[src/rtl/i2c_cmd_sequencer.sv]
// Command-list sequencer: fetches I2C command words from RAM, runs each through the
// I2C master's enable/busy handshake and writes result words back. Optional macro: I2C_RETRY_EN.
module i2c_cmd_sequencer #(
    parameter int MAX_CMDS  = 256,
    parameter int TIMEOUT   = 100000,
    parameter int RETRY_MAX = 3
) (
    input  logic        clk,
    input  logic        reset_n,
    input  logic        start,
    input  logic [31:0] base_addr,
    output logic        done,
    output logic        error,
    output logic [8:0]  cmd_count,
    output logic [31:0] ram_addr,
    input  logic [31:0] ram_read,
    output logic [31:0] ram_write,
    output logic [3:0]  ram_byte,
    output logic [6:0]  slave_addr,
    output logic [7:0]  slave_write,
    input  logic [7:0]  slave_read,
    output logic        rw,
    output logic        enable_communication,
    input  logic        busy,
    input  logic        ack_error,
    output logic        i2c_reset_n
);

    typedef enum logic [3:0] {
        IDLE,
        FETCH,
        WAIT_RD,
        ISSUE,
        WAIT_HI,
        WAIT_LO,
        WRITEBACK,
        ERR,
        WD_RST,
        WD_WB,
        DONE
    } state_t;

    localparam logic [31:0] RES_OFFSET = 32'(MAX_CMDS * 4);
    localparam int          WD_W       = (TIMEOUT > 1) ? $clog2(TIMEOUT) : 1;

    state_t          state;
    state_t          state_next;
    logic [31:0]     base_q;
    logic [8:0]      idx;
    logic            cmd_last;
    logic [7:0]      rd_q;
    logic            nack_q;
    logic [WD_W-1:0] wd_cnt;
    logic [1:0]      rst_cnt;
    logic            wd_expired;
    logic            wd_enter;
    logic            idx_last;
    logic            retry_go;
    logic [31:0]     cmd_addr;
    logic [31:0]     res_addr;

    // Bits [29:16] of a command word are reserved.
    logic unused_cmd_bits;
    assign unused_cmd_bits = ^ram_read[29:16];

    assign cmd_addr   = base_q + {21'b0, idx, 2'b00};
    assign res_addr   = base_q + RES_OFFSET + {21'b0, idx, 2'b00};
    assign idx_last   = (int'(idx) == MAX_CMDS - 1);
    assign wd_expired = (wd_cnt == WD_W'(TIMEOUT - 1));
    assign wd_enter   = (state_next != state) &&
                        ((state_next == WAIT_HI) || (state_next == WAIT_LO));

`ifdef I2C_RETRY_EN
    localparam int RT_W = (RETRY_MAX > 0) ? $clog2(RETRY_MAX + 1) : 1;
    logic [RT_W-1:0] retry_cnt;

    assign retry_go = (state == WAIT_LO) && !busy && ack_error &&
                      (int'(retry_cnt) < RETRY_MAX);

    always_ff @(posedge clk or negedge reset_n) begin
        if (!reset_n)
            retry_cnt <= '0;
        else if (state == FETCH)
            retry_cnt <= '0;
        else if (retry_go)
            retry_cnt <= retry_cnt + RT_W'(1);
    end
`else
    assign retry_go = 1'b0;
`endif

    // NOTE: sequential state uses non-blocking assignments so every register samples pre-edge values.
    always_ff @(posedge clk or negedge reset_n) begin
        if (!reset_n)
            state <= IDLE;
        else
            state <= state_next;
    end

    // NOTE: every combinational output gets a default first, so no path can infer a latch.
    always_comb begin
        state_next = state;
        case (state)
            IDLE:      if (start) state_next = FETCH;
            FETCH:     state_next = WAIT_RD;
            WAIT_RD:   state_next = ram_read[30] ? ISSUE : DONE;
            ISSUE:     if (!busy) state_next = WAIT_HI;
            WAIT_HI: begin
                if (busy)
                    state_next = WAIT_LO;
                else if (wd_expired)
                    state_next = WD_RST;
            end
            WAIT_LO: begin
                if (!busy)
                    state_next = retry_go ? ISSUE : WRITEBACK;
                else if (wd_expired)
                    state_next = WD_RST;
            end
            WRITEBACK: begin
                if (nack_q)
                    state_next = ERR;
                else if (cmd_last || idx_last)
                    state_next = DONE;
                else
                    state_next = FETCH;
            end
            ERR:       state_next = DONE;
            WD_RST:    if (rst_cnt == 2'd3) state_next = WD_WB;
            WD_WB:     state_next = DONE;
            DONE:      state_next = IDLE;
            default:   state_next = IDLE;
        endcase
    end

    // Enable is offered in ISSUE only while the master is idle, and held until busy is seen.
    always_comb begin
        done                 = 1'b0;
        enable_communication = 1'b0;
        ram_addr             = '0;
        ram_write            = '0;
        ram_byte             = '0;
        case (state)
            FETCH:   ram_addr = cmd_addr;
            ISSUE:   enable_communication = !busy;
            WAIT_HI: enable_communication = 1'b1;
            WRITEBACK: begin
                ram_addr  = res_addr;
                ram_write = {23'b0, nack_q, rd_q};
                ram_byte  = 4'b1111;
            end
            WD_WB: begin
                ram_addr  = res_addr;
                ram_write = 32'h0000_0200;
                ram_byte  = 4'b1111;
            end
            DONE:    done = 1'b1;
            default: ;
        endcase
    end

    // Watchdog restarts on entry to each busy phase, including retried attempts.
    always_ff @(posedge clk or negedge reset_n) begin
        if (!reset_n)
            wd_cnt <= '0;
        else if (wd_enter)
            wd_cnt <= '0;
        else if ((state == WAIT_HI) || (state == WAIT_LO))
            wd_cnt <= wd_cnt + WD_W'(1);
    end

    always_ff @(posedge clk or negedge reset_n) begin
        if (!reset_n)
            rst_cnt <= '0;
        else if (state == WD_RST)
            rst_cnt <= rst_cnt + 2'd1;
        else
            rst_cnt <= '0;
    end

    always_ff @(posedge clk or negedge reset_n) begin
        if (!reset_n) begin
            base_q      <= '0;
            idx         <= '0;
            cmd_count   <= '0;
            error       <= 1'b0;
            slave_addr  <= '0;
            slave_write <= '0;
            rw          <= 1'b0;
            cmd_last    <= 1'b0;
            rd_q        <= '0;
            nack_q      <= 1'b0;
            i2c_reset_n <= 1'b0;
        end else begin
            i2c_reset_n <= (state_next != WD_RST);
            case (state)
                IDLE: begin
                    if (start) begin
                        base_q    <= base_addr;
                        idx       <= '0;
                        cmd_count <= '0;
                        error     <= 1'b0;
                    end
                end
                WAIT_RD: begin
                    // Slave fields stay frozen from here until the next valid command.
                    if (ram_read[30]) begin
                        slave_addr  <= ram_read[6:0];
                        rw          <= ram_read[7];
                        slave_write <= ram_read[15:8];
                        cmd_last    <= ram_read[31];
                    end
                end
                WAIT_LO: begin
                    if (!busy) begin
                        rd_q   <= slave_read;
                        nack_q <= ack_error;
                    end
                end
                WRITEBACK: begin
                    cmd_count <= cmd_count + 9'd1;
                    if (state_next == FETCH)
                        idx <= idx + 9'd1;
                end
                ERR, WD_WB: error <= 1'b1;
                default: ;
            endcase
        end
    end

endmodule

[config.mk]
export PLATFORM = sky130hd
export DESIGN_NAME = i2c_cmd_sequencer
export DESIGN_NICKNAME = d
export VERILOG_FILES = /design/src/rtl/i2c_cmd_sequencer.sv
export SDC_FILE = /design/constraint.sdc
export NUM_CORES = 1
export LEC_CHECK = 0
export BUFFER_PORTS_ARGS = -buffer_cell sky130_fd_sc_hd__buf_2
export CORE_AREA = 5 5 118 120
export DETAILED_ROUTE_END_ITERATION = 16
export DIE_AREA = 0 0 123 125
export GPL_TIMING_DRIVEN = 0
export PLACE_DENSITY_LB_ADDON = 0.2
export SLEW_MARGIN = 20
export SYNTH_ARGS = -nofsm -noshare
export SYNTH_HDL_FRONTEND = slang
export SYNTH_SLANG_ARGS = --single-unit
[constraint.sdc]
create_clock -name clk -period 3.7 [get_ports clk]
set_input_delay 0.37 -clock clk [delete_from_list [all_inputs] [get_ports clk]]
set_output_delay 0.37 -clock clk [all_outputs]
set_load 0.1 [all_outputs]
==> results of run 1 <==
[worst reg2reg max path: cells and delay by family, from the launching register on]
kind | cells | cell delay (ns)
buffers and inverters | 3 | 0.47
adders and majority gates | 2 | 0.44
and+or+nand+nor | 7 | 1.30
DFF | 1 | 0.43
AOI/OAI and AO/OA | 1 | 0.21
[layer usage]
layer | share of wire [%] | wire (µm) | up-vias | GRT usage, %
li1 | - | - | 2904 | -
met1 | 42 | 7360 | 2760 | 31.2
met2 | 46 | 7900 | 251 | 35.6
met3 | 10 | 1770 | 21 | 7.68
met4 | 1.7 | 286 | 0 | 5.28
met5 | 0 | 0 | - | 0
[registers in the layout, indices dropped and copies added, names as in the netlist, 2 cells and up]
signal and count:
cmd_count 9, rd_q 8, state 4, idx 9
wd_cnt 17, slave_write 8, rst_cnt 2, base_q 32
slave_addr 7
[what timing repair did]
item                       4_1_cts  5_1_grt
hold endpoints to repair        48        0
pin swaps                        2        6
setup buffers                    0        6
resized for setup               30       21
setup endpoints to repair       20       22
hold buffers                     1        0
[cell usage after synthesis, types with 16 or more instances]
| master | n |
|---|---|
| mux2_2 | 26 |
| clkbuf_1 | 21 |
| and2_1 | 16 |
| dfrtp_1 | 101 |
| nand2_1 | 123 |
| inv_1 | 36 |
| a21oi_1 | 24 |
| nand3_1 | 21 |
| xnor2_1 | 21 |
| nor2_1 | 43 |
| ha_1 | 24 |
| o211ai_1 | 18 |
| o21ai_0 | 48 |
| xor2_1 | 19 |
| buf_4 | 26 |
[final cells by class]
| class | count | area share, % |
|---|---|---|
| clock inverter | 7 | 1.28 |
| multi-input combinational | 571 | 46.8 |
| tap | 176 | 2.65 |
| sequential | 101 | 30.4 |
| inverter | 37 | 1.68 |
| clock buffer | 9 | 2.71 |
| timing repair buffer | 144 | 10.3 |
| buffer | 54 | 4.23 |
[through the flow]
step	setup WS (ns)	setup TNS [ns]	hold slack (ns)	util [%]	instance area [µm²]
CTS	0.00705	0	0.186	63.8	8210
finish	0.0853	0	0.200	64.6	8320
floorplan	-0.862	-5.73	0.0744	-	6830
global placement	0.101	0	0.436	60.1	7730
global route	-0.00977	-0.0200	0.197	64.6	8320
detailed placement	0.0889	0	0.337	60.3	7770
[power groups by stage]
stage,Sequential (µW),Clock (µW),Combinational (µW)
after detailed placement,1890,0,4440
after CTS,1880,1050,4530
after floorplan,2600,0,2890
after global routing,1950,1100,4860
after global placement,1880,0,4390
final,1890,1030,4590
[cells by family after synthesis]
kind of cell / Yosys count / synth area share [%]
multiplexers: 28 / 4.68
AND/OR/NAND/NOR: 302 / 23.7
XOR/XNOR: 40 / 5.24
other: 1 / 0.0561
flip-flops: 101 / 37.8
buffers and inverters: 92 / 7.30
AO/OA/AOI/OAI: 146 / 14.0
adder cells (fa/ha/maj): 33 / 7.19
[worst max path at each step]
stage / from / cells after the start / slack [ns] / end
2_1_floorplan: base_q[6] / 8 / -0.86 / ram_addr[16]
4_1_cts: idx[1] / 11 / 0.007 / ram_addr[13]
5_1_grt: idx[2] / 10 / -0.01 / ram_addr[24]
6_report: base_q[6] / 10 / 0.09 / ram_addr[16]
3_5_place_dp: idx[2] / 11 / 0.09 / ram_addr[17]
3_3_place_gp: idx[6] / 10 / 0.10 / ram_addr[17]
==> Flow_metrics.wiki, run 1 <==
{| class="wikitable"
! Metric !! Value
|-
| Outcome || complete, no violations
|-
| Switching power || roughly 4300 µW
|-
| Commonest cells after routing, fill and taps aside || nand2_1, buf_2, dfrtp_1
|-
| Worst hold start || base_addr[22]
|-
| Number of search-and-repair iterations in the first detailed-routing pass || 7
|-
| Worst-case headroom to the max-slew limit || between 40% and 50%
|-
| Number of max-cap violations || 0
|-
| First-pass GRT wire length || around 28000 µm
|-
| Required @ worst endpoint || roughly 3.3 ns
|-
| Largest net degree at the start of global routing || between 50 and 60
|-
| Ordered list of cells on the worst path || ha_1, inv_1, fa_1, nor2b_1, o21ai_1, o211a_1, a32oi_4, buf_4, o311ai_1, buf_4
|-
| Period utilization || a little under 100%
|-
| Setup Skew || 0.00449 ns
|-
| Cell occurring most often along the worst timing path || buf_4
|-
| Cell taking the most area after synthesis || dfrtp_1
|-
| P_int || roughly 3200 µW
|-
| H-tree depth || 3
|-
| Peak fanout along the critical path || 6
|-
| Per-cell routed wire length || 15.8 µm
|-
| Non-filler instance count after layout || between 1000 and 1500
|-
| Antenna diode count || 0
|-
| Die footprint || 15400 µm²
|-
| Clk pin slew, worst setup/hold paths || ~0.08 ns
|-
| Number of antenna violations at the first check in global routing || 0
|-
| Average footprint of a synthesized cell || ~9 µm²
|-
| Count of final setup violators || 0
|-
| Floorplan die height || 125 µm
|-
| Post-DR vias/cell || between 5 and 6
|-
| Highest attainable clock frequency || 277 MHz
|-
| Unique cell type count in the Yosys netlist || 72
|-
| Share of cells above drive strength 1 || 29.4%
|-
| Hold worst-path end || base_q[22]
|-
| Top area cells in the synthesized netlist || dfrtp_1, nand2_1, ha_1
|-
| Placed Instances || between 1000 and 1500
|-
| Master of the slowest instance on the critical path || fa_1
|-
| Slowest Stage Delay on Critical Path || 0.49 ns
|-
| Max Transition Viols Final || 0
|-
| Number of design-rule violations left by the first detailed-router iteration || 520
|-
| Signal arrival time at the worst endpoint || 3.24 ns
|-
| Number of cells produced by synthesis || 743
|-
| Fraction of power consumed by the clock network || 13.7%
|-
| Clk_lat worst skew || around 0.36 ns
|-
| Detailed Route WL || around 17000 µm
|-
| Initial Util || between 50% and 60%
|-
| Hold depth || 3
|-
| Yosys warns || 0
|-
| Clock Sink Count || roughly 100
|-
| Clock tree root buffer cell || clkbuf_16
|-
| Reg-to-Reg Start || idx[1]
|-
| CTS tree || done
|-
| Number of CTS-inserted buffers || 9
|-
| Post-synthesis cell area || approximately 6700 µm²
|-
| IO buf count || around 140
|-
| Remaining number of nets flagged by the antenna check after routing || 0
|-
| Primary flip-flop cell chosen by synthesis mapping || dfrtp_1
|-
| Total track usage || between 20% and 30%
|-
| Max VDD drop || ~1000 µV
|-
| Yosys top cell area share || 37.8%
|-
| Shortest clock period the worst path allows after layout || 3.61 ns
|-
| Setup slack, reg-to-reg || 0.73 ns
|-
| Total buffers and inverters traversed by the critical path || 3
|-
| Power per unit of standard cell area || about 900 nW/µm²
|-
| Net Sw Frac || 57.2%
|-
| Core Rows || between 40 and 50
|-
| Vias in the first global route || roughly 5800
|-
| Fillers || roughly 1100
|-
| Flop pwr share || approximately 25%
|-
| Layout area overhead || 24.4%
|-
| HPWL after detailed placement || 13100 µm
|-
| Routability congestion estimate from global placement || 0.864
|-
| Clock Tree Buf Depth || 2
|-
| Placeable core region || 12900 µm²
|-
| Leakage || slightly below 0.004 µW
|-
| End of the worst register-to-register path || wd_cnt[9]
|-
| Total number of vias || just under 6000
|-
| Worst Max-Slew Pin Slew || between 0.7 and 0.8 ns
|-
| Number of hold violations in the final report || 0
|-
| Total I/O pin count || between 150 and 200
|-
| Sequential cell area fraction in the yosys report || 37.8%
|-
| Proportion of synthesized flip-flops having asynchronous set or reset || 100%
|-
| Synthesized flop and latch total || just over 100
|-
| Cell depth of the worst flop-to-flop path || 13
|-
| Fraction of power consumed by combinational cells || 61.1%
|-
| Leading cell type in the layout, fill and taps excluded || nand2_1
|-
| Total DRC errors in the routed layout || 0
|-
| PnR Total Power || 7500 µW
|-
| Residual overflow from global routing || 0
|-
| CP Class || reg -> out
|-
| Nets || 1028
|-
| Cell class contributing the biggest share of worst-path delay || compound AO/OA/AOI/OAI gates
|-
| Area occupied by registers || about 2500 µm²
|-
| Die W || 123 µm
|-
| Number of synthesized flops with an enable pin || 0
|-
| Capturing element type of the critical path || primary output
|-
| Critical Path Source Type || flip-flop
|-
| Path category of the worst min-delay check || in -> reg
|-
| Area of combinational cells with multiple inputs || ~3900 µm²
|}
No activity file was read; power rests on OpenSTA's default activity.
==> run 2: changes to the inputs <==
Settings changed: BUFFER_PORTS_ARGS -buffer_cell sky130_fd_sc_hd__buf_2 to -buffer_cell sky130_fd_sc_hd__buf_4.
==> Flow_metrics.wiki, run 2 (synthesis gave the netlist of run 1 again) <==
{| class="wikitable"
! Metric !! Value
|-
| Capturing element type of the critical path || primary output
|-
| Clk pin slew, worst setup/hold paths || 0.08 ns
|-
| Clock Sink Count || 101
|-
| Placed Instances || approximately 1100
|-
| Number of hold violations in the final report || 0
|-
| Die W || 123 µm
|-
| Non-filler instance count after layout || 1097
|-
| Highest attainable clock frequency || around 280 MHz
|-
| Total met2 wirelength after detailed routing || about 8000 µm
|-
| Total number of vias || between 5000 and 6000
|-
| Number of max-cap violations || 0
|-
| Ordered list of cells on the worst path || ha_2, inv_1, fa_1, nand2b_1, a221oi_2, or3_4, a41oi_4, buf_4, o21a_1, o31a_1, buf_6
|-
| Antenna diode count || 0
|-
| Slowest Stage Delay on Critical Path || 0.43 ns
|-
| Area occupied by registers || ~2500 µm²
|-
| Cell area reported after detailed placement || between 8000 and 9000 µm²
|-
| Worst Slack Setup Final || 0.0788 ns
|-
| Worst Max-Slew Pin Slew || just under 1 ns
|-
| IO buf count || around 140
|-
| Highest metal layer used by the detailed router || met4
|-
| Setup slack, reg-to-reg || about 0.64 ns
|-
| Worst setup path endpoint || ram_addr[28]
|-
| Layout area overhead || 28.1%
|-
| Master of the slowest instance on the critical path || fa_1
|-
| Clk_lat worst skew || roughly 0.35 ns
|-
| Number of antenna violations at the first check in global routing || 0
|-
| Worst setup path startpoint || idx[1]
|-
| Signal arrival time at the worst endpoint || around 3.3 ns
|-
| Outcome || complete, no violations
|-
| Required @ worst endpoint || around 3.3 ns
|-
| Placeable core region || ~13000 µm²
|-
| Area of combinational cells with multiple inputs || 3870 µm²
|-
| Leakage || around 0.004 µW
|-
| Vias in the first global route || about 5700
|-
| Critical Path Source Type || flip-flop
|-
| Post-DR vias/cell || between 5 and 6
|-
| Cell depth of the worst flop-to-flop path || 14
|-
| First-pass GRT wire length || about 28000 µm
|-
| Wire length on met1 || around 7600 µm
|-
| Setup Skew || around 0.0075 ns
|-
| End of the worst register-to-register path || wd_cnt[2]
|-
| Number of design-rule violations left by the first detailed-router iteration || 508
|-
| Shortest clock period the worst path allows after layout || between 3 and 4 ns
|-
| Reg-to-Reg Start || idx[1]
|-
| Number of search-and-repair iterations in the first detailed-routing pass || 5
|-
| Power per unit of standard cell area || around 900 nW/µm²
|-
| Max FFs per register || 32
|-
| Worst-case headroom to the max-slew limit || a little over a third
|-
| Placement Setup Slack || roughly 0.19 ns
|-
| Largest registers ranked by flip-flop count || base_q (32), wd_cnt (17)
|-
| Per-cell routed wire length || between 15 and 20 µm
|-
| Core Rows || between 40 and 50
|-
| Fillers || about 1100
|-
| Period utilization || between 90% and 100%
|-
| Clock tree root buffer cell || clkbuf_16
|-
| Number of CTS-inserted buffers || 9
|-
| Worst hold slack || a little over 0.06 ns
|-
| CTS tree || done
|-
| DR WL met3 || roughly 1500 µm
|-
| Detailed Route WL || between 15000 and 20000 µm
|-
| Max VDD drop || 809 µV
|-
| Total DRC errors in the routed layout || 0
|-
| Floorplan die height || 125 µm
|-
| Routability congestion estimate from global placement || slightly below 0.9
|-
| Residual overflow from global routing || 0
|-
| Initial Util || ~52%
|-
| Nets || approximately 1000
|-
| HPWL after detailed placement || roughly 13000 µm
|-
| Max Transition Viols Final || 0
|-
| Largest net degree at the start of global routing || a little over 100
|-
| Die footprint || roughly 15000 µm²
|-
| Leading cell type in the layout, fill and taps excluded || buf_4
|-
| CP Class || reg -> out
|-
| Count of final setup violators || 0
|-
| Total track usage || a little under a quarter
|-
| Path category of the worst min-delay check || in -> async
|-
| Share of cells above drive strength 1 || 28.8%
|-
| Largest register by flop count || base_q
|-
| PnR Total Power || between 7000 and 8000 µW
|-
| Clock Tree Buf Depth || 2
|-
| Finished layout cell area || 8560 µm²
|-
| H-tree depth || 3
|-
| Peak fanout along the critical path || 5
|-
| Remaining number of nets flagged by the antenna check after routing || 0
|-
| Commonest cells after routing, fill and taps aside || buf_4, nand2_1, dfrtp_1
|-
| Total I/O pin count || 174
|}
run 2: critical path: cells and delay by family, from the launching register on:
family	cells	cell delay [ns]
AO/OA/AOI/OAI	4	1.00
adder cells (fa/ha/maj)	2	0.66
flip-flops	1	0.40
buffers and inverters	3	0.43
AND/OR/NAND/NOR	2	0.42
run 2: final cells by class:
| type | count | share of cell area (%) |
|---|---|---|
| clock inverters | 7 | 1.04 |
| repair buffers | 142 | 13.3 |
| flip-flops and latches | 101 | 29.5 |
| well taps | 176 | 2.57 |
| inverters | 37 | 1.64 |
| plain buffers | 54 | 4.11 |
| multi-input cells | 571 | 45.2 |
| clock buffers | 9 | 2.63 |
run 2: routing by layer:
layer	GRT usage [%]	vias to the layer above
met3	7.36	23
met1	30.5	2797
met5	0	-
met2	35.7	250
met4	5.73	0
li1	-	2894
run 2: what timing repair did:
action,CTS,global route
setup endpoints to repair,17,20
resized for setup,13,18
pin swaps,2,3
buffers inserted,2,4
hold buffers,0,0
run 2: through the flow:
step | utilization (%) | TNS (ns)
2_1_floorplan | - | -5.73
3_3_place_gp | 62.7 | 0
3_5_place_dp | 62.7 | 0
4_1_cts | 65.9 | 0
5_1_grt | 66.5 | -0.0182
6_report | 66.5 | 0
run 2: where the power goes:
group	internal [µW]	switching [µW]
Clock	487	492
Sequential	1500	377
Combinational	1300	3420
run 2: worst min-delay path by stage:
| stage | slack, ns | to |
|---|---|---|
| after floorplan | 0.07 | base_q[0] |
| after global placement | 0.43 | rst_cnt[0] |
| after detailed placement | 0.44 | rst_cnt[0] |
| after CTS | 0.16 | slave_write[4] |
| after global routing | 0.18 | slave_write[4] |
| final | 0.06 | slave_write[5] |
==> run 3: changes to the inputs <==
Clock period 3.7 ns to 4 ns, I/O delays scaled along.
==> Flow_metrics.wiki, run 3 (synthesis gave the netlist of run 1 again) <==
{| class="wikitable"
! Metric !! Value
|-
| Vias in the first global route || about 5700
|-
| Floorplan die height || 125 µm
|-
| Max Transition Viols Final || 0
|-
| Clk_lat worst skew || around 0.35 ns
|-
| Number of hold violations in the final report || 0
|-
| First-pass GRT wire length || approximately 28000 µm
|-
| Share of cells above drive strength 1 || 26.5%
|-
| Clock Tree Buf Depth || 2
|-
| Nets || between 1000 and 1500
|-
| Clock tree root buffer cell || clkbuf_16
|-
| Leakage || approximately 0.0039 µW
|-
| Peak fanout along the critical path || 9
|-
| HPWL after detailed placement || roughly 13000 µm
|-
| Switching power || slightly below 4000 µW
|-
| Setup slack, reg-to-reg || between 1 and 1.5 ns
|-
| Number of max-cap violations || 0
|-
| Commonest cells after routing, fill and taps aside || buf_4, nand2_1, dfrtp_1
|-
| Residual overflow from global routing || 0
|-
| Core Rows || 42
|-
| CP Class || reg -> out
|-
| Leading cell type in the layout, fill and taps excluded || buf_4
|-
| H-tree depth || 3
|-
| Setup Skew || approximately 0.0082 ns
|-
| Detailed Route WL || about 17000 µm
|-
| Hold_buf cts || 0
|-
| Initial Util || roughly half
|-
| Worst Max-Slew Pin Slew || 0.927 ns
|-
| Total I/O pin count || 174
|-
| Die W || between 100 and 150 µm
|-
| Period utilization || a little over nine tenths
|-
| Largest register by flop count || base_q
|-
| Number of antenna violations at the first check in global routing || 0
|-
| Cell depth of the worst flop-to-flop path || 12
|-
| P_int || 3010 µW
|-
| Master of the slowest instance on the critical path || fa_1
|-
| Ordered list of cells on the worst path || ha_1, inv_1, fa_1, nand2b_1, a221oi_1, or3_1, a41oi_4, o21ai_0, o211ai_1, buf_4
|-
| Required @ worst endpoint || between 3 and 4 ns
|-
| Net Sw Frac || between 50% and 60%
|-
| Signal arrival time at the worst endpoint || 3.44 ns
|-
| Clock Sink Count || slightly above 100
|-
| Fillers || roughly 1100
|-
| Largest net degree at the start of global routing || slightly above 100
|-
| Total track usage || between 20% and 30%
|-
| Max FFs per register || 32
|-
| Max VDD drop || a little over 900 µV
|-
| Clk pin slew, worst setup/hold paths || ~0.070 ns
|-
| Die footprint || ~15000 µm²
|-
| Flop pwr share || about a quarter
|-
| Highest attainable clock frequency || approximately 260 MHz
|-
| Share of the core filled with cells in the final layout || approximately 65%
|-
| Critical Path Source Type || flip-flop
|-
| Count of final setup violators || 0
|-
| Total buffers and inverters traversed by the critical path || 2
|-
| Number of CTS-inserted buffers || 9
|-
| Shortest clock period the worst path allows after layout || 3.84 ns
|-
| Cell class contributing the biggest share of worst-path delay || compound AO/OA/AOI/OAI gates
|-
| Power per unit of standard cell area || roughly 830 nW/µm²
|-
| Reg-to-Reg Start || idx[0]
|-
| Antenna diode count || 0
|-
| End of the worst register-to-register path || wd_cnt[7]
|-
| Total number of vias || ~5900
|-
| Routability congestion estimate from global placement || 0.911
|-
| Number of design-rule violations left by the first detailed-router iteration || ~470
|-
| Unrepaired setup endpoints after global routing || no
|-
| Number of search-and-repair iterations in the first detailed-routing pass || 5
|-
| Slowest Stage Delay on Critical Path || about 0.48 ns
|-
| Largest registers ranked by flip-flop count || base_q (32), wd_cnt (17)
|-
| Remaining number of nets flagged by the antenna check after routing || 0
|-
| Total DRC errors in the routed layout || 0
|-
| Post-DR vias/cell || about 5.4
|-
| IO buf count || ~140
|-
| Per-cell routed wire length || between 15 and 20 µm
|-
| Fraction of power consumed by combinational cells || 61.8%
|-
| Fraction of power consumed by the clock network || between 10% and 20%
|-
| Worst-case headroom to the max-slew limit || between 30% and 40%
|-
| Path category of the worst min-delay check || in -> async
|-
| PnR Total Power || 6910 µW
|-
| CTS tree || done
|-
| Outcome || complete, no violations
|-
| Placeable core region || about 13000 µm²
|-
| Capturing element type of the critical path || primary output
|-
| Layout area overhead || 25.0%
|}
[run 3: timing repair]
action                     4_1_cts  5_1_grt
buffers inserted                 0        0
setup endpoints to repair        0        9
gates resized for setup          0        4
[run 3: area by class of cell]
type / instances / area [µm²] / share of cell area [%]
buffer: 55 / 349 / 4.18
sequential: 101 / 2530 / 30.2
inverter: 37 / 140 / 1.68
tap: 176 / 220 / 2.63
clock inverter: 7 / 72.6 / 0.868
multi-input combinational: 571 / 3800 / 45.4
clock buffer: 9 / 225 / 2.69
timing repair buffer: 136 / 1020 / 12.3
[run 3: power groups by stage]
stage,sequential (µW),combinational (µW),clock (µW)
finish,1740,4270,901
global route,1790,4540,954
CTS,1730,4260,911
detailed placement,1740,4250,0
global placement,1730,4210,0
floorplan,2400,2650,0
[run 3: worst register-to-register path: stages, from the launching register on]
cell and delay (ns):
dfrtp_1 0.43, ha_1 0.26, and3_1 0.17, and3_1 0.19
ha_1 0.22, or3_1 0.42, o21ai_0 0.18, nand2_1 0.08
nand4b_1 0.15, and4_4 0.23, buf_6 0.13, buf_12 0.17
nor2_4 0.06
[run 3: worst max path at each step]
stage,slack [ns],cells past startpoint,end,start
2_1_floorplan,-0.59,8,ram_addr[16],base_q[6]
3_3_place_gp,0.49,10,ram_addr[14],idx[1]
3_5_place_dp,0.47,10,ram_addr[14],idx[1]
5_1_grt,0.02,10,ram_addr[14],idx[1]
4_1_cts,0.09,10,ram_addr[14],idx[1]
6_report,0.16,10,ram_addr[14],idx[1]
[run 3: stage by stage]
step | setup slack (ns) | instances | hold WS (ns) | area, µm² | TNS [ns]
after floorplan | -0.592 | 764 | 0.104 | 6800 | -3.57
after global placement | 0.493 | 1076 | 0.436 | 8040 | 0
after CTS | 0.0861 | 1092 | 0.187 | 8340 | 0
after global routing | 0.0181 | 1092 | 0.229 | 8360 | 0
final | 0.157 | 1092 | 0.128 | 8360 | 0
after detailed placement | 0.468 | 1076 | 0.448 | 8040 | 0
[run 3: layer usage]
metal | global-route usage [%] | routed length, µm | up-vias | part of all wire (%)
met5 | 0 | 0 | - | 0
met1 | 31.2 | 7620 | 2786 | 44
met4 | 5.28 | 155 | 0 | 0.90
met3 | 7.72 | 1700 | 14 | 9.8
li1 | - | - | 2890 | -
met2 | 34.9 | 7830 | 219 | 45
